[src/rtl/vc_ctrl_param.sv]
// ============================================================================
//  Module   : vc_ctrl_param
//  Purpose  : Per-input-VC controller (RC -> VSA -> ST) with flit-level send,
//             packet-length watchdog and sticky error flag.
//  Option   : define VC_AGE_EN to enable the VSA age counter / priority request.
//  Revision : 1.0 - initial release
// ============================================================================
`default_nettype none

`ifndef DATAW
`define DATAW 31
`endif
`ifndef TYPE_MSB
`define TYPE_MSB `DATAW
`endif
`ifndef TYPE_LSB
`define TYPE_LSB (`DATAW-2)
`endif
`ifndef TYPE_HEAD
`define TYPE_HEAD 3'b000
`endif
`ifndef TYPE_BODY
`define TYPE_BODY 3'b001
`endif
`ifndef TYPE_TAIL
`define TYPE_TAIL 3'b010
`endif
`ifndef TYPE_HEADTAIL
`define TYPE_HEADTAIL 3'b011
`endif

module vc_ctrl_param #(
    parameter int NPORT     = 5,
    parameter int NVCH      = 2,
    parameter int PCHID     = 0,
    parameter int VCHID     = 0,
    parameter int MAXLEN    = 16,
    parameter int AGE_LIMIT = 8,
    localparam int PW = (NPORT > 1) ? $clog2(NPORT) : 1,
    localparam int VW = (NVCH > 1) ? $clog2(NVCH) : 1,
    localparam int CW = $clog2(MAXLEN + 1)
) (
    input  logic                  clk,
    input  logic                  rst_,
    input  logic [`DATAW:0]       bdata,
    input  logic                  bvalid,
    output logic                  send,
    output logic                  olck,
    input  logic [NPORT*NVCH-1:0] irdy,
    input  logic [NPORT*NVCH-1:0] ilck,
    input  logic [NPORT-1:0]      grt,
    output logic                  req,
    output logic                  req_pri,
    input  logic [PW-1:0]         port,
    input  logic [VW-1:0]         ovch,
    output logic [CW-1:0]         flit_cnt,
    output logic                  err
);

    generate
        if (MAXLEN < 2 || AGE_LIMIT < 1 || PCHID < 0 || VCHID < 0) begin : g_bad_param
            $error("vc_ctrl_param: illegal parameter value");
        end
    endgenerate

    typedef enum logic [1:0] {
        ST_RC  = 2'd0,
        ST_VSA = 2'd1,
        ST_ST  = 2'd2
    } state_t;

    localparam logic [CW-1:0] CNT_LAST = CW'(MAXLEN - 1);

    state_t        state;
    state_t        state_d;
    logic          req_d;
    logic          err_d;
    logic [CW-1:0] flit_cnt_d;

    logic [2:0]    ftype;
    logic          is_head;
    logic          is_tail;
    logic          sel_ok;
    logic          g;
    logic          r;
    logic          l;
    logic          unused_bdata;

    assign ftype        = bdata[`TYPE_MSB:`TYPE_LSB];
    assign is_head      = (ftype == `TYPE_HEAD) || (ftype == `TYPE_HEADTAIL);
    assign is_tail      = (ftype == `TYPE_TAIL) || (ftype == `TYPE_HEADTAIL);
    assign unused_bdata = ^bdata;

    // Out-of-range port/ovch values never match a loop index, so they read as 0.
    always_comb begin
        sel_ok = 1'b0;
        g      = 1'b0;
        r      = 1'b0;
        l      = 1'b0;
        for (int p = 0; p < NPORT; p++) begin
            for (int v = 0; v < NVCH; v++) begin
                if (port == PW'(p) && ovch == VW'(v)) begin
                    sel_ok = 1'b1;
                    g      = grt[p];
                    r      = irdy[p*NVCH + v];
                    l      = ilck[p*NVCH + v];
                end
            end
        end
    end

    assign olck = (state != ST_RC);
    assign send = (state == ST_ST) && bvalid && g && r;

    always_comb begin
        state_d    = state;
        req_d      = req;
        err_d      = err;
        flit_cnt_d = flit_cnt;
        case (state)
            ST_RC: begin
                if (bvalid && is_head) begin
                    if (sel_ok) begin
                        state_d = ST_VSA;
                        req_d   = 1'b1;
                    end else begin
                        err_d   = 1'b1;
                    end
                end
            end
            ST_VSA: begin
                if (g && r) begin
                    state_d    = ST_ST;
                    req_d      = 1'b1;
                    flit_cnt_d = '0;
                end else if (l) begin
                    req_d      = 1'b0;
                end else begin
                    req_d      = 1'b1;
                end
            end
            ST_ST: begin
                req_d = 1'b1;
                if (send) begin
                    flit_cnt_d = flit_cnt + 1'b1;
                    if (is_tail) begin
                        state_d    = ST_RC;
                        req_d      = 1'b0;
                        flit_cnt_d = '0;
                    end else if (flit_cnt == CNT_LAST) begin
                        // Over-length packet: release the output VC and flag it.
                        state_d = ST_RC;
                        req_d   = 1'b0;
                        err_d   = 1'b1;
                    end
                end
            end
            default: begin
                state_d = ST_RC;
                req_d   = 1'b0;
            end
        endcase
    end

    always_ff @(posedge clk) begin
        if (!rst_) begin
            state    <= ST_RC;
            req      <= 1'b0;
            err      <= 1'b0;
            flit_cnt <= '0;
        end else begin
            state    <= state_d;
            req      <= req_d;
            err      <= err_d;
            flit_cnt <= flit_cnt_d;
        end
    end

`ifdef VC_AGE_EN
    localparam int            AW      = $clog2(AGE_LIMIT + 1);
    localparam logic [AW-1:0] AGE_MAX = AW'(AGE_LIMIT);

    logic [AW-1:0] age;
    logic [AW-1:0] age_d;
    logic          req_pri_q;
    logic          req_pri_d;

    // Age only accumulates while waiting in VSA; any exit clears it.
    always_comb begin
        age_d     = '0;
        req_pri_d = 1'b0;
        if (state == ST_VSA && state_d == ST_VSA) begin
            age_d = age;
            if (req && !(g && r) && age != AGE_MAX) begin
                age_d = age + 1'b1;
            end
            req_pri_d = req_pri_q || (age_d == AGE_MAX);
        end
    end

    always_ff @(posedge clk) begin
        if (!rst_) begin
            age       <= '0;
            req_pri_q <= 1'b0;
        end else begin
            age       <= age_d;
            req_pri_q <= req_pri_d;
        end
    end

    assign req_pri = req_pri_q;
`else
    assign req_pri = 1'b0;
`endif

endmodule

`default_nettype wire

[config.mk]
export PLATFORM = sky130hd
export DESIGN_NAME = vc_ctrl_param
export DESIGN_NICKNAME = d
export VERILOG_FILES = /design/src/rtl/vc_ctrl_param.sv
export SDC_FILE = /design/constraint.sdc
export NUM_CORES = 1
export LEC_CHECK = 0
export CORE_MARGIN = 2
export CORE_UTILIZATION = 32
export CTS_CLUSTER_SIZE = 40
export DETAILED_ROUTE_END_ITERATION = 10
export PLACE_DENSITY = 0.92
export SYNTH_ARGS = -nofsm -noshare
export SYNTH_HDL_FRONTEND = slang
export SYNTH_SLANG_ARGS = --single-unit
[constraint.sdc]
create_clock -name clk -period 2.5 [get_ports clk]
set_input_delay 0.25 -clock clk [delete_from_list [all_inputs] [get_ports clk]]
set_output_delay 0.25 -clock clk [all_outputs]
set_load 0.1 [all_outputs]
==> results_dict.tcl <==
set metrics [dict create \
    cp_max_fo 4 \
    ff2ff_path_depth 7 \
    setup_viol 0 \
    grt_pass1_wl_um 4291 \
    cts_tree "done" \
    rows 18 \
    finalNetCount 219 \
    nFillCells 218 \
    clkTransAtPathRegs_ns 0.06 \
    synth_area_um2 857.1 \
    preCtsSetupSlack_ns -0.06092 \
    fin_hold_ws_ns 0.4769 \
    holdPathStages 2 \
    grt_setup_unrepaired "false" \
    synthArstFlopShare_pct 0 \
    io_buffers 43 \
    worstSetupStartpointType "primary input" \
    worstMarginPinSlew_ns 0.5243 \
    vias 942 \
    power.switching_uw 142.4 \
    ys_seq_area_share_pct 21.02 \
    register_area_um2 180.2 \
    die_h_um 55.75 \
    insertion_delay_ns 0.26 \
    numCtsBuffers 3 \
    status "finished, final reports clean" \
    syn-num-nets 170 \
    drtIter0Drc 40 \
    routed_via_density 5.176 \
    yosys.area.top_type "dfxtp_1" \
    fmax_mhz 422.4 \
    dp_hpwl_um 2135 \
    p_per_area_nw_per_um2 325.1 \
    ir_drop_mv 0.2542 \
    hold_violations 0 \
    p_int_uw 297.7 \
    top_level_ports 74 \
    hold_path_class "flip-flop to flip-flop" \
    design.die.area_um2 3108 \
    core_area_um2 2500 \
    setup_tns_ns 0 \
    dr.pass1.iters 4 \
    synth_flop_cell "dfxtp_1" \
    grt_use_total_pct 17.06 \
    fin_crit_ns 2.368 \
    die_w_um 55.75 \
    wl_per_cell_um 14.03 \
    worst_setup_path_end_kind "primary output" \
    maxCapViolations 0 \
    period_share_pct 94.71 \
    synth_cells 104 \
    synth_edf_count 0 \
    antenna_found_initial 0 \
    ys_warn_count 0 \
    h-tree-depth 1 \
    drt_wl_total_um 2553 \
    antenna_left 0 \
    drc 0 \
    reg2reg_slack_ns 0.70 \
    ys_types 43 \
    slew_headroom_pct 64.94 \
    power.share.combinational_pct 39.2 \
    area_growth_pct 57.96 \
    p_seq_share_pct 34.1 \
    final_layout_size_suffix_gt1_share_pct 21.05 \
    final_core_util_pct 54.15 \
    grt_pass1_vias 941 \
    p_leak_nw 0.5593 \
    insertedDiodeCount 0 \
    p_sw_share_pct 32.35 \
    power.share.clock_pct 26.7 \
    final_cell_mix "34 x clkdlybuf4s50_1, 14 x buf_4, 12 x nand2_1" \
    final_common_cell "clkdlybuf4s50_1" \
    path_class "primary input to primary output" \
    gr-total-overflow 0 \
    yosysTopAreaCellShare_pct 21.02 \
    ctsHoldBuffers 0 \
    ys_ff_latch 9 \
    fin_worst_skew_ns 0.002149 \
    cts_sinks 9 \
    gp_congestion 0.8845 \
    multiInputGateArea_um2 618.1 \
    final-max-slew-violation-count 0 \
    cts_buffer_depth 2 \
    avgSynthCellArea_um2 8.241 \
    cts-root-buf "clkbuf_4" \
    critical_path_required_ns 2.25 \
    ys_top_cells_by_area "dfxtp_1 21%, mux2i_1 7.0%, mux2_2 6.6%, nand2_1 5.3%, o22ai_1 3.6%" \
    setup_ws_ns 0.1323 \
    initial_core_util_pct 34.28 \
    timing.critical_path.arrival_ns 2.12 \
    grt_max_degree 17 \
]
layout make-up:
class,count,share of cell area [%]
inverters,7,1.941
well taps,30,2.773
clock buffers,4,1.941
flip-flops and latches,9,13.31
repair buffers,49,34.38
multi-input cells,83,45.66
timing repair:
| action | 4_1_cts | 5_1_grt |
|---|---|---|
| gates resized for setup | 0 | 1 |
| setup buffers | 0 | 2 |
| endpoints found under the setup margin | 0 | 1 |
layer usage:
layer | up-vias | routed length (um) | part of all wire [%] | track usage, %
li1 | 475 | - | - | -
met1 | 439 | 996 | 39 | 20.76
met2 | 28 | 1454 | 57 | 31.97
met3 | 0 | 103 | 4.0 | 0.9302
met4 | 0 | 0 | 0 | 4.878
met5 | - | 0 | 0 | 0
final timing paths:
path                            startpoint                to
hold / removal            req$_SDFFE_PN0P_  req$_SDFFE_PN0P_
hold reg to reg           req$_SDFFE_PN0P_  req$_SDFFE_PN0P_
setup / recovery                      ovch              send
setup reg to reg  flit_cnt[0]$_SDFFE_PN0P_  err$_SDFFE_PN0P_
critical path, stage by stage:
cell and delay [ns]:
clkdlybuf4s50_1 0.56, mux2_1 0.35, a221o_1 0.36, o31ai_4 0.34, nor3_4 0.07, buf_12 0.17
metrics by stage:
| step | area, um2 | std cells | total power [mW] |
|---|---|---|---|
| detailed placement | 1306 | 176 | 0.3200 |
| floorplan | 868.3 | 104 | 0.2457 |
| CTS | 1333 | 180 | 0.4397 |
| global placement | 1306 | 176 | 0.3148 |
| global route | 1354 | 182 | 0.4660 |
| finish | 1354 | 182 | 0.4401 |
kinds of logic after synthesis:
logic type	Yosys count	share of synthesized area [%]
multiplexers	13	16.64
adder cells (fa/ha/maj)	2	2.919
buffers and inverters	12	8.906
AND/OR/NAND/NOR	45	31.53
AO/OA/AOI/OAI	21	17.52
XOR/XNOR	1	1.022
other	1	0.4375
flip-flops	9	21.02
power by group through the flow:
stage          combinational [mW]  clock (mW)  sequential, mW
6_report                    0.172       0.118           0.150
4_1_cts                     0.167       0.122           0.150
3_5_place_dp                0.167           0           0.153
5_1_grt                     0.183       0.132           0.151
3_3_place_gp                0.162           0           0.153
2_1_floorplan              0.0746           0           0.171
cells in the mapped netlist, drive strengths merged (2+ instances only):
cell	count
nand2b	3
and3	2
nor4b	3
nor2	5
dfxtp	9
a21oi	3
nand3	4
o22ai	5
buf	3
inv	7
o21ai	4
nand4b	2
ha	2
mux2i	6
o31ai	2
and2b	2
nor3	3
nand3b	2
mux2	7
nand2	12
state kept, by name, summed over array words and instances, names as in the netlist:
register  flops
err           1
flit_cnt      5
state         2
req           1
Power figures use the tool's default switching activity.
==> RTL edit 1, RTL diff (same settings) <==
Re-encode `state_t` (3 states) as one-hot, 3 bits wide.
--- a/src/rtl/vc_ctrl_param.sv
+++ b/src/rtl/vc_ctrl_param.sv
@@ -65,6 +65,6 @@
 
-    typedef enum logic [1:0] {
-        ST_RC  = 2'd0,
-        ST_VSA = 2'd1,
-        ST_ST  = 2'd2
+    typedef enum logic [2:0] {
+        ST_RC  = 3'b001,
+        ST_VSA = 3'b010,
+        ST_ST  = 3'b100
     } state_t;
Function: no difference found for any inputs over 10 cycles, from zero or initial values and one cycle with rst_ low; not proved beyond that.
==> RTL edit 1 against the original RTL <==
Count of clock-buffer cells in the layout decreased by 1; synthesized area increased by 1.9%; combinational power increased by 5%; routed wire length increased by 6.7%; largest power group unchanged; power increased by 5.6%; sequential cell count increased by 1; setup slack got worse by 0.028 ns; synthesized cell count increased by 0.96%; register-to-register slack improved by 0.03 ns; design area increased by 1.9%.
==> RTL edit 1: results (changes against the original RTL) <==
| Metric | Value |
|---|---|
| Status | `complete, no violations` |
| Crit path DAT | `2.15 ns (+0.03 ns)` |
| VDD IR-drop max | `220 uV (-13%)` |
| Average wire per standard cell | `14.7 um (+5.0%)` |
| Filler Cells Inserted | `248 (+14%)` |
| Met1 Use GR | `0.182 (-0.0256)` |
| Routed met3 length | `142 um (+38%)` |
| Clock share of power | `0.251 (-0.016)` |
| Synth top area cells | `dfxtp_1, mux4_1, o21ai_0, a21oi_1, mux2i_1` |
| M3 GR Usage | `0.0349 (+0.0256)` |
| Dpl hpwl | `2260 um (+5.9%)` |
| Final #Nets | `223 (+1.8%)` |
| Via density | `5.55 (+7.3%)` |
| Bufs w/o clock | `51 (+4.1%)` |
| First-pass GRT wire length | `4450 um (+3.7%)` |
| Final non-filler cell total | `185 (+1.6%)` |
| Psw | `0.155 mW (+9.0%)` |
| Combinational share of power | `0.388 (-0.004)` |
| Met2 wire length | `1460 um (about the same)` |
| GRT Util Overall | `0.177 (+0.00603)` |
| R2R depth | `5 (-2)` |
| Largest regs | `flit_cnt x5, state x3` |
| Drt initial violations | `26 (-35%)` |
| Hold EP | `flit_cnt[4]` |
| Die X | `56.2 um (+0.88%)` |
| Net Count, Synth | `171 (+0.59%)` |
| Gpl congestion | `0.901 (+1.9%)` |
## RTL edit 1: kinds of logic (layout without fill, tap and decap cells)
| logic type | Yosys count | count (layout) | synth area share |
|---|---|---|---|
| XOR/XNOR | 2 | 2 | 0.0201 |
| adder cells (fa/ha/maj) | 2 | 2 | 0.0286 |
| AND/OR/NAND/NOR | 39 | 39 | 0.272 |
| other | 1 | 1 | 0.00429 |
| flip-flops | 10 | 10 | 0.229 |
| AO/OA/AOI/OAI | 33 | 33 | 0.249 |
| buffers and inverters | 10 | 60 | 0.0645 |
| multiplexers | 8 | 8 | 0.132 |
## RTL edit 1: how the worst max path moves through the flow
stage | cells past startpoint | from | endpoint
after floorplan | 5 | ovch | send
after detailed placement | 6 | ovch | state[1]
final | 6 | ovch | send
after global placement | 6 | ovch | state[1]
after global routing | 6 | ovch | send
after CTS | 6 | ovch | send
==> RTL edit 2, RTL diff (same settings) <==
Made on the original files. Set the parameter `NVCH` to 1 (it was 2).
--- a/src/rtl/vc_ctrl_param.sv
+++ b/src/rtl/vc_ctrl_param.sv
@@ -33,3 +33,3 @@
     parameter int NPORT     = 5,
-    parameter int NVCH      = 2,
+    parameter int NVCH      = 1,
     parameter int PCHID     = 0,
Interface: changed (resized ilck and irdy); port bits go from 74 to 64. The function was not compared with the original's and may differ.
==> RTL edit 2 against the original RTL <==
Synthesized area decreased by 23%; power down 11%; count of clock-buffer cells in the layout is the same; clock power rose by 4%; sequential cell count unchanged; design area down 23%; clock skew is 0.0042 ns higher; synthesized cell count fell by 26%; routed wire length down 31%; core utilization down 0.90 points; sequential power barely moved; setup slack gained 0.11 ns; largest cell class unchanged; largest power group is now registers; highest routed layer is now met4.
==> RTL edit 2: results (changes against the original RTL) <==
| Metric | Value |
|---|---|
| Placed instance area | `1020 sq um (-22%)` |
| Multi-In Gates | `60 (-28%)` |
| Synth top area cells | `dfxtp_1, mux2i_1, mux4_1, nand2_1, ha_1` |
| R2R setup slack | `0.74 ns (+0.04 ns)` |
| Mean post-synth cell area | `8.58 sq um (+4.1%)` |
| GRT Util Overall | `0.151 (-0.0198)` |
| Crit path DAT | `2.00 ns (-0.12 ns)` |
| Final #Nets | `170 (-22%)` |
| Drt initial violations | `12 (-70%)` |
| Final clock-cell share | `0.0251 (+0.00574)` |
| Met2 wire length | `881 um (-39%)` |
| Average wire per standard cell | `12.6 um (-9.9%)` |
| VDD IR-drop max | `221 uV (-13%)` |
| Status | `complete, no violations` |
| Area Overhead vs Synth | `58.1%` |
| IO Port Bufs | `33 (-23%)` |
| Fraction of area in multi-input gates | `0.431 (-0.0254)` |
| Number of global-route vias before repair | `720 (-23%)` |
| Routed met3 length | `149 um (+45%)` |
| Net Count, Synth | `133 (-22%)` |
| R2R depth | `6 (-1)` |
| Reg-to-Reg End | `req` |
| Hold EP | `flit_cnt[4]` |
| Worst Hold Launch | `flit_cnt[4]` |
| Dpl hpwl | `1460 um (-32%)` |
| Non-clock inverters | `5 (-2)` |
| Final hold slack | `0.487 ns (+0.0106 ns)` |
| Bufs w/o clock | `35 (-29%)` |
| Clock share of power | `0.313 (+0.046)` |
| Post-placement cell count | `136 (-23%)` |
| Routed vias | `739 (-22%)` |
| Crit Path Max Fanout | `3 (-1)` |
| Clock skew | `0.00631 ns (+0.00416 ns)` |
| Post-synthesis sequential area ratio | `0.273 (+0.0625)` |
| First-pass GRT wire length | `2840 um (-34%)` |
| Psw | `0.129 mW (-9.5%)` |
| Pre-CTS setup slack | `0.108 ns (+0.169 ns)` |
| Top Layer Used | `met4` |
| CP peak stage delay | `0.50 ns (-0.06 ns)` |
| Largest net degree at the start of global routing | `11 (-6)` |
| Synth top cells by count | `dfxtp_1, nand2_1, inv_1, nor2_1, a21oi_1` |
| Via density | `5.28 (+2.0%)` |
| Power per standard cell area | `377 nW/um^2 (+16%)` |
==> RTL edit 2: changes by cell type after synthesis, moves of 3 or more <==
cell / unedited run / this run
nand2_1: 12 / 7
o21ai_0: 4 / 1
mux2_2: 5 / 0
o22ai_1: 5 / 0
mux2i_1: 6 / 3
or3_1: 0 / 3
==> RTL edit 2: cell families (layout without fill, tap and decap cells) <==
group	count (synthesis)	after routing	synth area share
AND/OR/NAND/NOR	31	31	0.258
AO/OA/AOI/OAI	20	20	0.231
flip-flops	9	9	0.273
buffers and inverters	8	44	0.0625
multiplexers	5	5	0.119
adder cells (fa/ha/maj)	2	2	0.0379
other	1	1	0.00568
XOR/XNOR	1	1	0.0133
==> RTL edit 2: worst max-delay path by stage <==
stage	end	slack [ns]	cells after the start	start
CTS	send	0.24	5	port[0]
floorplan	flit_cnt[4]	0.30	5	flit_cnt[0]
global route	send	0.21	5	port[0]
detailed placement	flit_cnt[3]	0.11	5	port[0]
finish	send	0.25	5	port[0]
global placement	flit_cnt[3]	0.16	5	port[0]
